### src/rtl/alu_pkg.sv
// Shared opcode constants, ALU control codes and decode result type.
package alu_pkg;

  localparam int CTRL_W = 4;

  localparam logic [6:0] OP_R = 7'b0110011;
  localparam logic [6:0] OP_I = 7'b0010011;
  localparam logic [6:0] OP_B = 7'b1100011;

  localparam logic [6:0] F7_BASE = 7'b0000000;
  localparam logic [6:0] F7_ALT  = 7'b0100000;

  typedef enum logic [3:0] {
    ALU_ADD  = 4'd0,
    ALU_SUB  = 4'd1,
    ALU_SLL  = 4'd2,
    ALU_SLT  = 4'd3,
    ALU_SLTU = 4'd4,
    ALU_XOR  = 4'd5,
    ALU_SRL  = 4'd6,
    ALU_SRA  = 4'd7,
    ALU_OR   = 4'd8,
    ALU_AND  = 4'd9,
    ALU_PASS = 4'd15
  } alu_ctrl_e;

  typedef enum logic [1:0] {
    CLS_NONE = 2'd0,
    CLS_R    = 2'd1,
    CLS_I    = 2'd2,
    CLS_B    = 2'd3
  } instr_cls_e;

  // imm_i is already the final data2 value for I-type (shamt zero-extended
  // for shifts); both immediates are 32-bit and sign-extended by the stage.
  typedef struct packed {
    alu_ctrl_e   ctrl;
    instr_cls_e  cls;
    logic        illegal;
    logic [31:0] imm_i;
    logic [31:0] imm_b;
  } dec_t;

  // funct3 to ALU op; alt selects SUB/SRA (instr bit 30 / funct7 alt).
  function automatic alu_ctrl_e alu_op_f3(input logic [2:0] f3, input logic alt);
    case (f3)
      3'b000:  return alt ? ALU_SUB : ALU_ADD;
      3'b001:  return ALU_SLL;
      3'b010:  return ALU_SLT;
      3'b011:  return ALU_SLTU;
      3'b100:  return ALU_XOR;
      3'b101:  return alt ? ALU_SRA : ALU_SRL;
      3'b110:  return ALU_OR;
      default: return ALU_AND;
    endcase
  endfunction

endpackage

### src/rtl/alu_issue_stage_if.sv
// Issue-to-ALU control/operand interface; the issue stage is the master.
interface alu_issue_if #(
  parameter int XLEN   = 32,
  parameter int CTRL_W = 4
);
  logic              valid_o;
  logic              ready_i;
  logic [XLEN-1:0]   data1_o;
  logic [XLEN-1:0]   data2_o;
  logic [CTRL_W-1:0] ALUCtrl_o;
  logic [4:0]        rd_o;
  logic              regWrite_o;
  logic              branch_o;
  logic [2:0]        brFunct3_o;
  logic [XLEN-1:0]   imm_o;
  logic [XLEN-1:0]   pc_o;
  logic              illegal_o;

  modport master (
    output valid_o, data1_o, data2_o, ALUCtrl_o, rd_o, regWrite_o,
           branch_o, brFunct3_o, imm_o, pc_o, illegal_o,
    input  ready_i
  );

  modport slave (
    input  valid_o, data1_o, data2_o, ALUCtrl_o, rd_o, regWrite_o,
           branch_o, brFunct3_o, imm_o, pc_o, illegal_o,
    output ready_i
  );
endinterface

### src/rtl/alu_decode.sv
// Combinational RV32I R/I-ALU/branch decode into ALU op, immediates, class.
module alu_decode
  import alu_pkg::*;
(
  input  logic [31:0] i_instr,
  output dec_t        o_dec
);

  logic [6:0] w_op;
  logic [2:0] w_f3;
  logic [6:0] w_f7;

  assign w_op = i_instr[6:0];
  assign w_f3 = i_instr[14:12];
  assign w_f7 = i_instr[31:25];

  // Classify the instruction and flag encodings the ALU path does not support.
  always_comb begin
    o_dec.ctrl    = ALU_ADD;
    o_dec.cls     = CLS_NONE;
    o_dec.illegal = 1'b0;
    o_dec.imm_i   = {{20{i_instr[31]}}, i_instr[31:20]};
    o_dec.imm_b   = {{19{i_instr[31]}}, i_instr[31], i_instr[7],
                     i_instr[30:25], i_instr[11:8], 1'b0};
    case (w_op)
      OP_R: begin
        o_dec.cls = CLS_R;
        if (w_f7 == F7_BASE)
          o_dec.ctrl = alu_op_f3(w_f3, 1'b0);
        else if (w_f7 == F7_ALT && (w_f3 == 3'b000 || w_f3 == 3'b101))
          o_dec.ctrl = alu_op_f3(w_f3, 1'b1);
        else
          o_dec.illegal = 1'b1;
      end
      OP_I: begin
        o_dec.cls = CLS_I;
        case (w_f3)
          3'b001: begin
            o_dec.ctrl    = ALU_SLL;
            o_dec.imm_i   = {27'd0, i_instr[24:20]};
            o_dec.illegal = (w_f7 != F7_BASE);
          end
          3'b101: begin
            o_dec.ctrl    = alu_op_f3(w_f3, i_instr[30]);
            o_dec.imm_i   = {27'd0, i_instr[24:20]};
            o_dec.illegal = (w_f7 != F7_BASE) && (w_f7 != F7_ALT);
          end
          // ADDI never becomes SUB, whatever bit 30 holds.
          default: o_dec.ctrl = alu_op_f3(w_f3, 1'b0);
        endcase
      end
      OP_B: begin
        o_dec.cls = CLS_B;
        case (w_f3)
          3'b000, 3'b001: o_dec.ctrl = ALU_SUB;
          3'b100, 3'b101: o_dec.ctrl = ALU_SLT;
          3'b110, 3'b111: o_dec.ctrl = ALU_SLTU;
          default:        o_dec.illegal = 1'b1;
        endcase
      end
      default: o_dec.illegal = 1'b1;
    endcase
  end

endmodule

### src/rtl/alu_issue_stage.sv
// ID/EX issue register: decode, operand bypass from EX/WB, valid/ready hold.
module alu_issue_stage
  import alu_pkg::*;
#(
  parameter int XLEN   = 32,
  parameter int CTRL_W = 4
) (
  input  logic            clk_i,
  input  logic            rst_i,
  input  logic            valid_i,
  output logic            ready_o,
  input  logic [31:0]     instr_i,
  input  logic [XLEN-1:0] pc_i,
  input  logic [XLEN-1:0] rs1_data_i,
  input  logic [XLEN-1:0] rs2_data_i,
  input  logic            exFwdEn_i,
  input  logic            wbFwdEn_i,
  input  logic [4:0]      exFwdRd_i,
  input  logic [4:0]      wbFwdRd_i,
  input  logic [XLEN-1:0] exFwdData_i,
  input  logic [XLEN-1:0] wbFwdData_i,
  input  logic            flush_i,
  alu_issue_if.master     ex_if
);

  dec_t              w_dec;
  logic              w_xfer;
  logic              w_is_b;
  logic [XLEN-1:0]   w_src1;
  logic [XLEN-1:0]   w_src2;
  logic [XLEN-1:0]   w_imm_i;
  logic [XLEN-1:0]   w_imm_b;

  logic              r_valid;
  logic              r_illegal;
  logic [XLEN-1:0]   r_data1;
  logic [XLEN-1:0]   r_data2;
  logic [CTRL_W-1:0] r_ctrl;
  logic [4:0]        r_rd;
  logic              r_regwrite;
  logic              r_branch;
  logic [2:0]        r_brf3;
  logic [XLEN-1:0]   r_imm;
  logic [XLEN-1:0]   r_pc;

  alu_decode u_dec (
    .i_instr (instr_i),
    .o_dec   (w_dec)
  );

  // x0 is hardwired; the younger EX result shadows the older WB result.
  function automatic logic [XLEN-1:0] resolve(
    input logic [4:0]      rs,
    input logic [XLEN-1:0] rf,
    input logic            ex_en,
    input logic [4:0]      ex_rd,
    input logic [XLEN-1:0] ex_d,
    input logic            wb_en,
    input logic [4:0]      wb_rd,
    input logic [XLEN-1:0] wb_d
  );
    if (rs == 5'd0)                 return '0;
    else if (ex_en && ex_rd == rs)  return ex_d;
    else if (wb_en && wb_rd == rs)  return wb_d;
    else                            return rf;
  endfunction

  assign ready_o = !r_valid || ex_if.ready_i || flush_i;
  assign w_xfer  = valid_i && ready_o;
  assign w_is_b  = (w_dec.cls == CLS_B);
  assign w_imm_i = XLEN'($signed(w_dec.imm_i));
  assign w_imm_b = XLEN'($signed(w_dec.imm_b));
  assign w_src1  = resolve(instr_i[19:15], rs1_data_i, exFwdEn_i, exFwdRd_i,
                           exFwdData_i, wbFwdEn_i, wbFwdRd_i, wbFwdData_i);
  assign w_src2  = (w_dec.cls == CLS_I) ? w_imm_i :
                   resolve(instr_i[24:20], rs2_data_i, exFwdEn_i, exFwdRd_i,
                           exFwdData_i, wbFwdEn_i, wbFwdRd_i, wbFwdData_i);

  // Pipeline register: load on transfer, hold under backpressure, drain on consume.
  always_ff @(posedge clk_i) begin
    if (rst_i) begin
      r_valid    <= 1'b0;
      r_illegal  <= 1'b0;
      r_data1    <= '0;
      r_data2    <= '0;
      r_ctrl     <= '0;
      r_rd       <= '0;
      r_regwrite <= 1'b0;
      r_branch   <= 1'b0;
      r_brf3     <= '0;
      r_imm      <= '0;
      r_pc       <= '0;
    end else if (flush_i) begin
      r_valid   <= 1'b0;
      r_illegal <= 1'b0;
    end else begin
      r_illegal <= 1'b0;
      if (w_xfer) begin
        if (w_dec.illegal) begin
          r_valid   <= 1'b0;
          r_illegal <= 1'b1;
        end else begin
          r_valid    <= 1'b1;
          r_data1    <= w_src1;
          r_data2    <= w_src2;
          r_ctrl     <= CTRL_W'(w_dec.ctrl);
          r_rd       <= w_is_b ? 5'd0 : instr_i[11:7];
          r_regwrite <= !w_is_b;
          r_branch   <= w_is_b;
          r_brf3     <= w_is_b ? instr_i[14:12] : 3'd0;
          r_imm      <= w_is_b ? w_imm_b : '0;
          r_pc       <= pc_i;
        end
      end else if (ex_if.ready_i) begin
        r_valid <= 1'b0;
      end
    end
  end

  assign ex_if.valid_o    = r_valid;
  assign ex_if.illegal_o  = r_illegal;
  assign ex_if.data1_o    = r_data1;
  assign ex_if.data2_o    = r_data2;
  assign ex_if.ALUCtrl_o  = r_ctrl;
  assign ex_if.rd_o       = r_rd;
  assign ex_if.regWrite_o = r_regwrite;
  assign ex_if.branch_o   = r_branch;
  assign ex_if.brFunct3_o = r_brf3;
  assign ex_if.imm_o      = r_imm;
  assign ex_if.pc_o       = r_pc;

endmodule

### src/flat_wrapper.sv
// flat-port wrapper written by rule: the top's interface ports become plain ports
module alu_issue_stage_flat import alu_pkg::*;
#(
  parameter int XLEN   = 32,
  parameter int CTRL_W = 4
)
  (clk_i, rst_i, valid_i, ready_o, instr_i, pc_i, rs1_data_i, rs2_data_i, exFwdEn_i, wbFwdEn_i, exFwdRd_i, wbFwdRd_i, exFwdData_i, wbFwdData_i, flush_i, ex_if_valid_o, ex_if_data1_o, ex_if_data2_o, ex_if_ALUCtrl_o, ex_if_rd_o, ex_if_regWrite_o, ex_if_branch_o, ex_if_brFunct3_o, ex_if_imm_o, ex_if_pc_o, ex_if_illegal_o, ex_if_ready_i);
  alu_issue_if #(.XLEN(XLEN), .CTRL_W(CTRL_W)) ex_if_i ();
  input  logic clk_i;
  input  logic rst_i;
  input  logic valid_i;
  output logic ready_o;
  input  logic [31:0] instr_i;
  input  logic [XLEN-1:0] pc_i;
  input  logic [XLEN-1:0] rs1_data_i;
  input  logic [XLEN-1:0] rs2_data_i;
  input  logic exFwdEn_i;
  input  logic wbFwdEn_i;
  input  logic [4:0] exFwdRd_i;
  input  logic [4:0] wbFwdRd_i;
  input  logic [XLEN-1:0] exFwdData_i;
  input  logic [XLEN-1:0] wbFwdData_i;
  input  logic flush_i;
  output wire logic [$bits(ex_if_i.valid_o)-1:0] ex_if_valid_o;
  output wire logic [$bits(ex_if_i.data1_o)-1:0] ex_if_data1_o;
  output wire logic [$bits(ex_if_i.data2_o)-1:0] ex_if_data2_o;
  output wire logic [$bits(ex_if_i.ALUCtrl_o)-1:0] ex_if_ALUCtrl_o;
  output wire logic [$bits(ex_if_i.rd_o)-1:0] ex_if_rd_o;
  output wire logic [$bits(ex_if_i.regWrite_o)-1:0] ex_if_regWrite_o;
  output wire logic [$bits(ex_if_i.branch_o)-1:0] ex_if_branch_o;
  output wire logic [$bits(ex_if_i.brFunct3_o)-1:0] ex_if_brFunct3_o;
  output wire logic [$bits(ex_if_i.imm_o)-1:0] ex_if_imm_o;
  output wire logic [$bits(ex_if_i.pc_o)-1:0] ex_if_pc_o;
  output wire logic [$bits(ex_if_i.illegal_o)-1:0] ex_if_illegal_o;
  input wire logic [$bits(ex_if_i.ready_i)-1:0] ex_if_ready_i;
  assign ex_if_valid_o = ex_if_i.valid_o;
  assign ex_if_data1_o = ex_if_i.data1_o;
  assign ex_if_data2_o = ex_if_i.data2_o;
  assign ex_if_ALUCtrl_o = ex_if_i.ALUCtrl_o;
  assign ex_if_rd_o = ex_if_i.rd_o;
  assign ex_if_regWrite_o = ex_if_i.regWrite_o;
  assign ex_if_branch_o = ex_if_i.branch_o;
  assign ex_if_brFunct3_o = ex_if_i.brFunct3_o;
  assign ex_if_imm_o = ex_if_i.imm_o;
  assign ex_if_pc_o = ex_if_i.pc_o;
  assign ex_if_illegal_o = ex_if_i.illegal_o;
  assign ex_if_i.ready_i = ex_if_ready_i;
  alu_issue_stage #(.XLEN(XLEN), .CTRL_W(CTRL_W)) u_core (.clk_i(clk_i), .rst_i(rst_i), .valid_i(valid_i), .ready_o(ready_o), .instr_i(instr_i), .pc_i(pc_i), .rs1_data_i(rs1_data_i), .rs2_data_i(rs2_data_i), .exFwdEn_i(exFwdEn_i), .wbFwdEn_i(wbFwdEn_i), .exFwdRd_i(exFwdRd_i), .wbFwdRd_i(wbFwdRd_i), .exFwdData_i(exFwdData_i), .wbFwdData_i(wbFwdData_i), .flush_i(flush_i), .ex_if(ex_if_i));
endmodule
### config.mk
export PLATFORM = sky130hd
export DESIGN_NAME = alu_issue_stage_flat
export DESIGN_NICKNAME = d
export VERILOG_FILES = /design/src/rtl/alu_pkg.sv /design/src/rtl/alu_issue_stage_if.sv /design/src/rtl/alu_decode.sv /design/src/rtl/alu_issue_stage.sv /design/src/flat_wrapper.sv
export SDC_FILE = /design/constraint.sdc
export NUM_CORES = 1
export LEC_CHECK = 0
export ABC_AREA = 1
export BUFFER_PORTS_ARGS = -buffer_cell sky130_fd_sc_hd__buf_2
export CORE_AREA = 4 4 136 138
export CTS_BUF_LIST = sky130_fd_sc_hd__clkbuf_8
export CTS_CLUSTER_SIZE = 14
export DETAILED_ROUTE_END_ITERATION = 7
export DIE_AREA = 0 0 140 142
export PLACE_DENSITY = 0.79
export SYNTH_ARGS = -nofsm -noshare
export SYNTH_HDL_FRONTEND = slang
export SYNTH_HIERARCHICAL = 1
export SYNTH_SLANG_ARGS = --single-unit
### constraint.sdc
create_clock -name clk_i -period 2.7 [get_ports clk_i]
set_clock_uncertainty 0.2 [all_clocks]
set_input_delay 0.54 -clock clk_i [delete_from_list [all_inputs] [get_ports clk_i]]
set_output_delay 0.54 -clock clk_i [all_outputs]
set_load 0.01 [all_outputs]
# [Word-level counts from Yosys, hierarchy flattened]
# Cells that the tools add are included.
[totals] reg_bits=144 input_bits=209 output_inout_bits=145
[classes] eq_ne=18 muxes=29 n_bitwise=3 n_reduce_logical=25
[op_table] op="32-bit 2-to-1 mux" count=9
[op_table] op="33-bit one-hot mux with 2 select lines" count=1
[op_table] op="4-bit one-hot mux with 7 select lines" count=2
[op_table] op="5-bit equality test" count=4
[op_table] op="4-bit one-hot mux with 5 select lines" count=1
[op_table] op="6-bit one-hot mux with 3 select lines" count=1
[op_table] op="7-bit by 6-bit equality test with 1-bit output (second input constant)" count=2
[op_table] op="3-bit equality test (second input constant)" count=4
[op_table] op="5-bit zero test" count=2
[op_table] op="3-bit one-hot mux with 3 select lines" count=1
[op_table] op="1-bit 2-to-1 mux" count=8
[op_table] op="4-bit 2-to-1 mux" count=2
[op_table] op="4-bit one-hot mux with 2 select lines" count=1
[op_table] op="2-bit OR reduction" count=4
[op_table] op="7-bit by 5-bit equality test with 1-bit output (second input constant)" count=1
[op_table] op="7-bit equality test (second input constant)" count=1
[op_table] op="1-bit logical AND" count=7
[op_table] op="7-bit zero test" count=1
[op_table] op="7-bit by 6-bit inequality test with 1-bit output (second input constant)" count=1
[op_table] op="7-bit nonzero test" count=1
[op_table] op="3-bit by 2-bit equality test with 1-bit output (second input constant)" count=2
[op_table] op="6-bit OR reduction" count=1
[op_table] op="5-bit 2-to-1 mux" count=1
[op_table] op="2-bit equality test (second input constant)" count=2
[op_table] op="10 further kinds" count=15

# [Longest topological paths before layout]
[logic_depth] word_depth=8 ltp_mapped=15 ltp_nobuf=14

# [Cells and area by module]
# The synthesis kept the hierarchy.
[modules_own_cells] mod="alu_issue_stage" instances=1 cells_each=1129 area_each_um2=7215.7 seq_area_each_um2=2882.8
[modules_own_cells] mod="alu_decode" instances=1 cells_each=143 area_each_um2=847.1 seq_area_each_um2=0.0

# [Worst setup path after synthesis]
# OpenSTA, ideal clock, no wires.
[synth_timing] kind="in2reg" from="input port instr_i[3]" to="register u_core.r_data1[2], in the netlist u_core/ex_if.data1_o[2]" setup_time_ns=0.070 t_arrival_ns=1.939 required_ns=2.430 slack_ns=0.490 path_stages=13 cell_sequence="nor2_2 -> nand3_2 -> a21oi_1 -> nand2_1 -> nand3b_1 -> nor2_1 -> nand2_4 -> clkinv_2 -> nand2_4 -> buf_6 -> nor2_1 -> nand2_1 -> a21oi_1"
[synth_rtl] element="start, declared" line="flat_wrapper.sv:13" rtl="input logic [31:0] instr_i;"
[synth_rtl] element="end signal, assigned" line="alu_issue_stage.sv:104" rtl="r_data1 <= w_src1;"
[synth_rtl] element="end, declared" line="alu_issue_stage.sv:36" rtl="logic [XLEN-1:0] r_data1;"

==> results.txt <==
----------------------------------------------------
[Die]
  Die width ... 140 um
  Floorplan Core Area ... 17,180 um2
  Initial standard-cell utilization of the core ... 46.94%
  Die H ... 142 um
  Number of core rows ... 48
  Die Outline Area ... 19,880 um2
  Number of I/O pins ... 354

[Timing]
  Slew headroom ... 62.27%
  Post-layout minimum cycle time ... 2277 ps
  Fmax ... 439.1 MHz
  Final TNS setup ... 0 ps
  Unrepaired setup endpoints after global routing ... false
  Worst-Margin Slew ... 566.0 ps
  Final hold violation count ... 0
  Number of setup violations in the final report ... 0
  Final number of max-transition violations ... 0
  Final worst-path cycle share ... 84.35%

[Setup path]
  Crit path kind ... in2reg
  CP endpoint kind ... flop
  Cells on worst reg2reg path ... 9
  Launching element type of the critical path ... input port
  R2r setup slk ... 840 ps
  WP data required ... 2860 ps
  Reg-to-reg startpoint ... u_core/ex_if.valid_o
  Worst setup path endpoint ... u_core/ex_if.data1_o[12]
  Setup crit start ... instr_i[3]
  Data arrival, critical path ... 2440 ps
  Worst Path Max Fanout ... 32
  Endpoint of the most critical register-to-register path ... u_core/ex_if.data1_o[12]

[Cells and area]
  Post-layout net count ... 1,747
  Synthesis-to-finish area growth ... 25.12%
  Fraction of layout cells with a size suffix above 1 ... 29.40%

[Route]
  Detail Route Antenna Nets ... 0
  First DRT Iteration DRCs ... 759
  Vias after detailed routing ... 9,513
  Drt pass-1 iters ... 5
  DRC errors left ... 0
  Total length of routed wires ... 29.65 mm
  DR WL/cell ... 16.66 um
  Vias per cell ... 5.344

[Clock tree]
  Clock tree from TritonCTS ... yes
  Num CTS Buffers ... 17
  Clock-pin slew reported for the worst setup and hold paths after clock tree synthesis ... 100 ps
  CTS Root Buffer Type ... sky130_fd_sc_hd__clkbuf_8
  Total setup buffers inserted after CTS ... 0
  Total number of H-tree levels ... 4
  Clock latency on the worst-skew pair ... 440 ps
  Count of hold-fix buffers inserted at cts ... 0
  Post-CTS Resized ... 0
  Number of sinks handled by clock tree synthesis ... 144
  Buffer depth of the longest clock path ... 2

[Synthesis]
  Number of unique standard cell types used by synthesis ... 30
  Sequential area share after synthesis ... 35.75%
  Post-synthesis instance area ... 8063 um2
  Dominant register cell in the synthesized netlist ... sky130_fd_sc_hd__dfxtp_1
  Number of flip-flops and latches in the synthesized netlist ... 144
  Number of flops mapped to enable cells by yosys ... 0
  Share of flip-flops with an asynchronous set or reset after synthesis ... 0%
  Syn nets ... 1,481
  Cell count after synthesis ... 1,272
  Synthesis warning total ... 6
  Syn_area_per_cell ... 6.339 um2

[Pwr]
  IR Drop Worst-Case VDD ... 0.0002671 V
  Internal power consumption ... 0.003235 W
  Clk network pwr share ... 40.3%
  Gate power share ... 13.3%
  Switching power of the nets ... 0.001363 W
  Share of total power in sequential cells ... 46.4%
  Power Density ... 455.8 nW/um2
  Power consumption ... 0.004598 W
  Leak ... 5.133 nW
  Switching share of total power ... 29.64%

[Global route]
  Pin count of the biggest net entering global routing ... 111
  Grt total ovfl ... 0
  Global-route wire length before repair ... 45.57 mm
  Number of antenna violations at the first check in global routing ... 5
  Total routing resource utilization after global routing ... 28.32%
  Via count of the first global-routing pass ... 8,864

[Place]
  Detailed placer's ending HPWL ... 21.83 mm
  RePlAce Congestion ... 0.9558
  Count of input and output buffers ... 353

[Outcome]
  Status ... completed

[Flow run]
  Count of maximum capacitance violations ... 0

[Hold path]
  Type of the most critical hold path ... in2reg

----------------------------------------------------
flip-flops by register name, indices dropped and copies added, names as in the netlist, 3 cells and up:
register / cells
u_core/ex_if.ALUCtrl_o: 4
u_core/ex_if.brFunct3_o: 3
u_core/ex_if.data1_o: 32
u_core/ex_if.data2_o: 32
u_core/ex_if.imm_o: 32
u_core/ex_if.pc_o: 32
u_core/ex_if.rd_o: 5
Yosys cell counts, types with 4 or more instances:
cell type                    n  area share [%]
sky130_fd_sc_hd__dfxtp_1   144              36
sky130_fd_sc_hd__buf_4      59             5.5
sky130_fd_sc_hd__nand2_1   392              18
sky130_fd_sc_hd__clkbuf_1   30             1.4
sky130_fd_sc_hd__nor2_2      9            0.70
sky130_fd_sc_hd__inv_1      33             1.5
sky130_fd_sc_hd__nand3_1   107             6.6
sky130_fd_sc_hd__inv_2       7            0.33
sky130_fd_sc_hd__a21oi_1   179              11
sky130_fd_sc_hd__buf_2      47             2.9
sky130_fd_sc_hd__nor2_1    162             7.5
sky130_fd_sc_hd__nand4_1    34             2.6
sky130_fd_sc_hd__o21ai_0    39             2.4
sky130_fd_sc_hd__nand3_2     4            0.50
stage by stage:
| stage | hold slack (ps) | std cells | utilization (%) | area [um2] | worst slack [ps] |
|---|---|---|---|---|---|
| floorplan | 288.4 | 1272 | - | 8063 | 490.2 |
| global placement | 248.9 | 1744 | 56.19 | 9652 | 61.72 |
| detailed placement | 252.1 | 1744 | 56.19 | 9652 | 1.117 |
| CTS | 92.02 | 1776 | 58.68 | 10080 | 478.9 |
| global route | 103.1 | 1778 | 58.70 | 10080 | 201.9 |
| finish | 127.9 | 1780 | 58.73 | 10090 | 422.6 |
routing by layer:
layer	vias up	global-route usage (%)	wire (um)
met5	-	0	23
met4	4	12.24	1171
met3	90	7.023	3006
met2	554	46.95	13830
met1	4247	35.26	11620
li1	4618	-	-
critical path, stage by stage:
cell and delay (ps):
sky130_fd_sc_hd__buf_2 100, sky130_fd_sc_hd__nor2_2 100, sky130_fd_sc_hd__nand3_2 160, sky130_fd_sc_hd__a21oi_1 220, sky130_fd_sc_hd__nand2_1 70, sky130_fd_sc_hd__nand3b_1 170
sky130_fd_sc_hd__nor2_1 180, sky130_fd_sc_hd__nand2_4 130, sky130_fd_sc_hd__clkinv_2 120, sky130_fd_sc_hd__nand2_4 250, sky130_fd_sc_hd__nor2_1 190, sky130_fd_sc_hd__nand2_1 70
sky130_fd_sc_hd__a21oi_1 110
cell families (layout without fill, tap and decap cells):
group | after synthesis | after routing | synth area share, %
AOI/OAI and AO/OA | 221 | 221 | 13.78
other | 1 | 5 | 0.04651
DFF | 144 | 144 | 35.75
buffers and inverters | 183 | 462 | 12.35
and+or+nand+nor | 723 | 723 | 38.07
cell type report:
class	count	area [um2]
clock buffer	17	234.0
sequential	144	2883
fill	1709	7088
tap	225	281.5
multi-input combinational	945	4208
clock inverter	15	192.7
antenna	4	10.01
inverter	43	167.7
timing repair buffer	387	2112
how the worst min path moves through the flow:
stage,to,from,cells past startpoint
final,u_core/ex_if.pc_o[18],pc_i[18],3
after global routing,u_core/ex_if.pc_o[19],pc_i[19],3
after CTS,u_core/ex_if.pc_o[18],pc_i[18],3
after detailed placement,u_core/ex_if.rd_o[1],u_core/ex_if.rd_o[1],2
after global placement,u_core/ex_if.imm_o[29],u_core/ex_if.imm_o[29],2
after floorplan,u_core/ex_if.ALUCtrl_o[3],u_core/ex_if.ALUCtrl_o[3],2
power groups by stage:
stage | clock, W | sequential [W] | combinational, W
6_report | 0.00185 | 0.00213 | 0.000611
5_1_grt | 0.00198 | 0.00213 | 0.000666
4_1_cts | 0.00190 | 0.00213 | 0.000599
3_5_place_dp | 0 | 0.00218 | 0.000597
3_3_place_gp | 0 | 0.00218 | 0.000596
2_1_floorplan | 0 | 0.00219 | 0.000343
cells in the final DEF, fill, tap and decap left out, types with 5 or more instances in the layout:
cell type                  count
sky130_fd_sc_hd__a21oi_1     179
sky130_fd_sc_hd__buf_12        7
sky130_fd_sc_hd__buf_2       352
sky130_fd_sc_hd__buf_4        28
sky130_fd_sc_hd__clkbuf_8     17
sky130_fd_sc_hd__dfxtp_1     144
sky130_fd_sc_hd__inv_1        33
sky130_fd_sc_hd__inv_2         7
sky130_fd_sc_hd__inv_6         5
sky130_fd_sc_hd__inv_8         5
sky130_fd_sc_hd__nand2_1     392
sky130_fd_sc_hd__nand3_1     107
sky130_fd_sc_hd__nand4_1      34
sky130_fd_sc_hd__nor2_1      160
sky130_fd_sc_hd__nor2_2       10
sky130_fd_sc_hd__o21ai_0      39
No activity file was read; power rests on OpenSTA's default activity.
